<file path="config.mk">
export PLATFORM = sky130hd
export DESIGN_NAME = sd2vc_sched
export DESIGN_NICKNAME = d
export VERILOG_FILES = /design/src/rtl/sd2vc_sched.sv
export SDC_FILE = /design/constraint.sdc
export NUM_CORES = 1
export LEC_CHECK = 0
export ABC_AREA = 1
export BUFFER_PORTS_ARGS = -buffer_cell sky130_fd_sc_hd__buf_2
export CAP_MARGIN = 20
export CORE_MARGIN = 2
export CORE_UTILIZATION = 50
export CTS_BUF_LIST = sky130_fd_sc_hd__clkbuf_4 sky130_fd_sc_hd__clkbuf_8
export DETAILED_ROUTE_END_ITERATION = 10
export PLACE_DENSITY = 0.77
export SLEW_MARGIN = 20
export SYNTH_ARGS = -nofsm -noshare
export SYNTH_HDL_FRONTEND = slang
export SYNTH_SLANG_ARGS = --single-unit
</file>
<file path="constraint.sdc">
create_clock -name clk -period 5.4 [get_ports clk]
set_input_delay 1.08 -clock clk [delete_from_list [all_inputs] [get_ports clk]]
set_output_delay 1.08 -clock clk [all_outputs]
set_load 0.03 [all_outputs]
</file>
<file path="src/rtl/sd2vc_sched.sv">
// Round-robin scheduler that merges several srdy/drdy producers onto one credit-based
// output link. Each producer is a virtual channel with its own credit counter.
module sd2vc_sched #(
  parameter int width    = 8,
  parameter int channels = 4,
  parameter int vc_sz    = 2,
  parameter int cc_sz    = 2
) (
  input  logic                      clk,
  input  logic                      reset,
  input  logic [channels-1:0]       c_srdy,
  output logic [channels-1:0]       c_drdy,
  input  logic [channels*width-1:0] c_data,
  output logic                      p_vld,
  output logic [vc_sz-1:0]          p_vc,
  output logic [width-1:0]          p_data,
  input  logic [channels-1:0]       p_cr
);

  logic [cc_sz-1:0]    cc [channels];
  logic [vc_sz-1:0]    last;
  logic [channels-1:0] elig;
  logic [channels-1:0] grant;
  logic [vc_sz-1:0]    gidx;
  logic [width-1:0]    gdata;
  logic                any_grant;

  // A grant and a returned credit in the same cycle cancel; saturated returns are dropped.
  function automatic logic [cc_sz-1:0] cc_next(input logic [cc_sz-1:0] cur,
                                               input logic g, input logic r);
    cc_next = cur;
    if (g && !r)
      cc_next = cur - cc_sz'(1);
    else if (r && !g && (cur != '1))
      cc_next = cur + cc_sz'(1);
  endfunction

  always_comb begin
    for (int i = 0; i < channels; i++)
      elig[i] = c_srdy[i] && (cc[i] != '0);
  end

  // Search indices above last first, then wrap to 0..last; all indexing stays constant.
  always_comb begin
    grant     = '0;
    gidx      = last;
    gdata     = '0;
    any_grant = 1'b0;
    for (int i = 0; i < channels; i++) begin
      if (!any_grant && elig[i] && (i > int'(last))) begin
        grant[i]  = 1'b1;
        gidx      = vc_sz'(i);
        gdata     = c_data[i*width +: width];
        any_grant = 1'b1;
      end
    end
    for (int i = 0; i < channels; i++) begin
      if (!any_grant && elig[i] && (i <= int'(last))) begin
        grant[i]  = 1'b1;
        gidx      = vc_sz'(i);
        gdata     = c_data[i*width +: width];
        any_grant = 1'b1;
      end
    end
  end

  assign c_drdy = grant;

  // Output stage boundary: control state is reset, data is not.
  always_ff @(posedge clk or negedge reset) begin
    if (!reset) begin
      p_vld <= 1'b0;
      p_vc  <= '0;
      last  <= vc_sz'(channels - 1);
      for (int i = 0; i < channels; i++)
        cc[i] <= '0;
    end else begin
      p_vld <= any_grant;
      if (any_grant) begin
        p_vc <= gidx;
        last <= gidx;
      end
      for (int i = 0; i < channels; i++)
        cc[i] <= cc_next(cc[i], grant[i], p_cr[i]);
    end
  end

  always_ff @(posedge clk) begin
    if (any_grant)
      p_data <= gdata;
  end

endmodule

</file>
==> flow_metrics.py, run 1 <==
metrics = {
    "run_status": {
        "status": "finished, final reports clean",
    },
    "die": {
        "ios": 57,
        "initial_utilization_pct": 53.6,
        "core_sq_um": 2830,
        "die_h_um": 59.1,
        "fp.dieW_um": 59.1,
        "dieArea_sq_um": 3490,
        "fp-row-count": 19,
    },
    "job": {
        "drv_cap": 0,
    },
    "clocking": {
        "clk_pin_slew_worst_paths_ns": 0.12,
        "clk_path_buf_depth": 2,
        "cts_tree": "built",
        "cts_setup_buffers": 0,
        "clk_latency_ns": 0.31,
        "cts_root_buf": "clkbuf_4",
        "cts_sinks": 21,
        "htree_levels": 1,
        "cts-hold-fix-buffers": 0,
        "numCtsBuffers": 3,
        "cts_resized": 0,
    },
    "routing": {
        "drt_pass1_iterations": 5,
        "drcViolationCount": 0,
        "drt_iter0_markers": 62,
        "wl_um": 3660,
        "via_per_inst": 5.28,
        "wl_per_cell_um": 12.1,
        "num_vias": 1589,
        "postRouteAntennaNets": 0,
    },
    "timing": {
        "hold_viol_final": 0,
        "setup_viol": 0,
        "period_needed_ns": 3.41,
        "slew_headroom_pct": 68.2,
        "rsz0062_at_grt": "no",
        "fmax_mhz": 293,
        "post-route-period-util_pct": 63.2,
        "worst_pin_slew_ns": 0.475,
        "finClkSkew_ns": 0.0122,
        "setup_tns_ns": 0,
        "holdWs_ns": 0.517,
        "slew_violations": 0,
    },
    "power": {
        "power_mw": 1.00,
        "ir_drop_mv": 0.312,
        "p_leak_nw": 1.02,
        "powerDensity_nw_per_um2": 543,
    },
    "worst_setup_path": {
        "cp_slowest_cell": "nand2_1",
        "cp-start-kind": "input port",
        "worstPathMaxFanout": 15,
        "crit_chain": "buf_2, nand3_4, nand3_4, nor2_4, nand2_1, nand2_1, buf_2",
        "crit_start": "c_srdy[1]",
        "r2r-end": "last[1]",
        "r2r_cells": 9,
        "criticalPathCategory": "input port to output port",
        "worst_path_largest_cell_delay_ns": 0.28,
        "r2r-start": "last[0]",
        "worstPathArrival_ns": 2.33,
        "crit_end": "c_drdy[1]",
        "crit_family": "simple AND/OR/NAND/NOR gates",
        "required_ns": 4.32,
        "r2r_slack_ns": 2.98,
        "end_kind": "output port",
        "crit_buf_inv": 2,
        "crit_cells": 7,
    },
    "logic_synthesis": {
        "netlist-cell-type-count": 29,
        "synthTopCellsByArea": "dfrtp_1 (18%), nand2_1 (17%), edfxtp_1 (16%)",
        "post-synth-top-count-cell": "nand2_1",
        "synth.cell_area_sq_um": 1520,
        "syn_nets": 255,
        "yosysTopAreaCellShare_pct": 18.2,
        "synth_flop_cell": "dfrtp_1",
        "ys_ff_latch": 21,
        "seq_area_frac_synth_pct": 37.5,
        "async_flop_share_pct": 61.9,
        "yosys_warnings": 0,
        "synth_edf_count": 8,
        "synth.top_cells.by_count": "nand2_1 (69), nand3_1 (31), inv_1 (24)",
        "synth_largest_area_cell": "dfrtp_1",
        "netlist_instances": 213,
        "syn_avg_cell_area_sq_um": 7.11,
    },
    "layout": {
        "synthToLayoutAreaGrowth_pct": 21.6,
        "multi_input_area_sq_um": 805,
        "n_antenna_cell": 0,
        "nFillCells": 270,
        "drive_above_1_share_pct": 31.5,
        "regArea_sq_um": 568,
        "fin_nets": 313,
    },
    "global_routing": {
        "first_global_vias": 1462,
        "grt_remaining_overflow": 0,
        "grt_pass1_wl_um": 6110,
        "track_usage_pct": 22.7,
        "antenna_found_initial": 0,
        "grt_max_degree": 16,
    },
    "place": {
        "gp_congestion": 0.811,
        "hpwl_um": 2830,
        "port_buffers": 56,
    },
    "min_path": {
        "hold_class": "register to register",
        "holdCritStartpoint": "cc[4]",
    },
}
## per-layer routing
layer,track usage [%],up-vias,part of all wire [%]
met2,38.1,68,46
li1,-,810,-
met3,5.46,2,7.5
met1,30.3,709,46
met5,0,-,0
met4,3.90,0,0.55
## cell type report
cell class / count / share of cell area [%]
clock buffers: 3 / 1.22
flip-flops and latches: 21 / 30.8
inverters: 32 / 6.66
well taps: 31 / 2.11
repair buffers: 56 / 15.2
multi-input cells: 157 / 43.7
clock inverters: 1 / 0.272
## worst min-delay path by stage
stage          cells after the start  slack, ns       to
3_3_place_gp                       1       0.50    cc[4]
5_1_grt                            1       0.55    cc[4]
3_5_place_dp                       2       0.50  p_vc[1]
6_report                           1       0.52    cc[4]
4_1_cts                            1       0.52    cc[4]
2_1_floorplan                      2       0.47    cc[1]
## registers in the layout, indices dropped and copies added (netlist names)
| signal | cells |
|---|---|
| cc | 8 |
| p_data | 8 |
| last | 2 |
| p_vc | 2 |
| p_vld | 1 |
## cell usage in the layout (no fill, tap or decap), drive strengths merged, types with 3 or more instances in the layout
cell type   n
nand4       3
buf        56
dfrtp      11
clkbuf      3
edfxtp      8
nand2      74
o21ai       7
o2111ai     8
nor2       24
nand3      35
inv        31
## logic make-up (layout without fill, tap and decap cells)
| kind of cell | after synthesis | count (layout) | synth area share [%] |
|---|---|---|---|
| xor gates and xnor gates | 1 | 1 | 0.578 |
| and+or+nand+nor | 138 | 138 | 44.2 |
| buffers and inverters | 35 | 92 | 9.41 |
| DFF | 21 | 21 | 37.5 |
| AOI/OAI and AO/OA | 18 | 18 | 8.34 |
## power breakdown
group / total [mW] / internal [mW] / switching [mW]
Combinational: 0.611 / 0.194 / 0.417
Clock: 0.0755 / 0.0277 / 0.0478
Sequential: 0.314 / 0.267 / 0.0472
Total: 1.00 / 0.488 / 0.512
## per-stage QoR
stage	cell area, sq um	util (%)	worst slack, ns	std cells
floorplan	1520	-	2.53	213
global placement	1810	64.1	2.03	297
detailed placement	1810	64.1	1.99	297
CTS	1840	65.1	1.99	301
global route	1840	65.1	1.88	301
finish	1840	65.1	1.99	301
Power figures use the tool's default switching activity.
==> inputs of run 2 (changes only) <==
==> constraint.sdc (replaced) <==
create_clock -name clk -period 3.3 [get_ports clk]
set_input_delay 0.66 -clock clk [delete_from_list [all_inputs] [get_ports clk]]
set_output_delay 0.66 -clock clk [all_outputs]
set_load 0.03 [all_outputs]
==> flow_metrics.py, run 2 (synthesis gave the netlist of run 1 again) <==
metrics = {
    "run_status": {
        "status": "finished, final reports clean",
    },
    "worst_setup_path": {
        "cp-start-kind": "register",
        "required_ns": 2.64,
        "cp_slowest_cell": "dfstp_2",
        "end_kind": "output port",
        "worstPathMaxFanout": 15,
        "worst_path_largest_cell_delay_ns": 0.57,
        "crit_family": "simple AND/OR/NAND/NOR gates",
        "worstPathArrival_ns": 2.09,
        "criticalPathCategory": "register to output port",
        "crit_chain": "nor2_1, nand3_4, nand3_4, nor2_4, nand2_1, nand2_1, buf_2",
        "crit_buf_inv": 1,
    },
    "global_routing": {
        "track_usage_pct": 22.0,
        "grt_pass1_wl_um": 5930,
        "antenna_found_initial": 0,
        "first_global_vias": 1435,
        "grt_remaining_overflow": 0,
        "grt_max_degree": 16,
    },
    "clocking": {
        "cts-hold-fix-buffers": 0,
        "cts_root_buf": "clkbuf_4",
        "clk_latency_ns": 0.30,
        "clk_path_buf_depth": 2,
        "clk_pin_slew_worst_paths_ns": 0.12,
        "cts_setup_buffers": 0,
        "cts_tree": "built",
        "cts_sinks": 21,
        "numCtsBuffers": 3,
        "cts_resized": 0,
        "htree_levels": 1,
    },
    "power": {
        "p_sw_mw": 0.838,
        "ir_drop_mv": 0.409,
        "pwr-share-comb_pct": 60.9,
        "powerDensity_nw_per_um2": 888,
        "p_leak_nw": 1.02,
        "clockPowerShare_pct": 7.8,
        "sw_frac_of_total_pct": 51.2,
        "pwr-share-seq_pct": 31.3,
        "p_int_mw": 0.798,
    },
    "die": {
        "initial_utilization_pct": 53.6,
        "die_h_um": 59.1,
        "dieArea_sq_um": 3490,
        "core_sq_um": 2830,
        "fp.dieW_um": 59.1,
        "fp-row-count": 19,
        "ios": 57,
    },
    "timing": {
        "period_needed_ns": 2.75,
        "hold_viol_final": 0,
        "fmax_mhz": 364,
        "setup_tns_ns": 0,
        "slew_headroom_pct": 70.0,
        "setup_slack_ns": 0.551,
        "rsz0062_at_grt": "no",
        "finClkSkew_ns": 0.00125,
        "slew_violations": 0,
        "setup_viol": 0,
        "worst_pin_slew_ns": 0.448,
        "post-route-period-util_pct": 83.3,
    },
    "layout": {
        "layout_common_cells": "nand2_1 (69), buf_2 (56), nand3_1 (31), inv_1 (24), nor2_1 (20)",
        "synthToLayoutAreaGrowth_pct": 21.6,
        "n_antenna_cell": 0,
        "multi_input_area_sq_um": 805,
        "drive_above_1_share_pct": 31.5,
        "fin_nets": 313,
        "stdcell_count": 301,
        "top_regs": "cc x8, p_data x8",
        "final_common_cell": "nand2_1",
        "regArea_sq_um": 568,
        "nFillCells": 255,
    },
    "routing": {
        "wl_um": 3570,
        "via_per_inst": 5.18,
        "num_vias": 1559,
        "drt_pass1_iterations": 4,
        "wl_per_cell_um": 11.9,
        "postRouteAntennaNets": 0,
        "drcViolationCount": 0,
        "drt_iter0_markers": 95,
    },
    "place": {
        "dpl.cell_count": 297,
        "pre_cts_slack_ns": 0.730,
        "port_buffers": 56,
        "hpwl_um": 2860,
        "gp_congestion": 0.776,
    },
    "min_path": {
        "hold_class": "input port to asynchronous set/reset pin",
    },
    "job": {
        "drv_cap": 0,
    },
}
-- run 2: worst paths after layout --
check | startpoint | end | slack [ns] | cells after the start
max | last[1] | c_drdy[1] | 0.55 | 7
min | reset | cc[4] | 0.21 | 1
max reg2reg | last[1] | p_data[4] | 1.00 | 7
min reg2reg | cc[4] | cc[4] | 0.53 | 1
max in group asynchronous | reset | last[0] | 2.81 | 1
min in group clk | cc[4] | cc[4] | 0.53 | 1
-- run 2: metal layers --
layer / track usage (%) / vias up / share of wire (%)
met1: 29.2 / 684 / 45
met4: 7.79 / 0 / 1.4
met2: 36.0 / 59 / 47
met3: 3.93 / 8 / 6.7
met5: 0 / - / 0
li1: - / 808 / -
-- run 2: power groups by stage --
stage	Clock, mW	Sequential, mW	Combinational (mW)
6_report	0.127	0.512	0.997
5_1_grt	0.138	0.529	1.12
4_1_cts	0.129	0.513	1.00
3_5_place_dp	0	0.518	1.00
3_3_place_gp	0	0.517	0.987
2_1_floorplan	0	0.644	0.644
-- run 2: stage by stage --
| step | hold WS, ns | utilization, % | area [sq um] | total power, mW |
|---|---|---|---|---|
| 6_report | 0.215 | 65.1 | 1840 | 1.64 |
| 5_1_grt | 0.223 | 65.1 | 1840 | 1.79 |
| 4_1_cts | 0.221 | 65.1 | 1840 | 1.64 |
| 3_5_place_dp | 0.498 | 64.1 | 1810 | 1.52 |
| 3_3_place_gp | 0.500 | 64.1 | 1810 | 1.50 |
| 2_1_floorplan | 0.364 | - | 1520 | 1.29 |
-- run 2: layout make-up --
type	instances	area share [%]
multi-input cells	157	43.7
repair buffers	56	15.2
flip-flops and latches	21	30.8
well taps	31	2.11
clock buffers	3	1.22
inverters	32	6.66
clock inverters	1	0.272
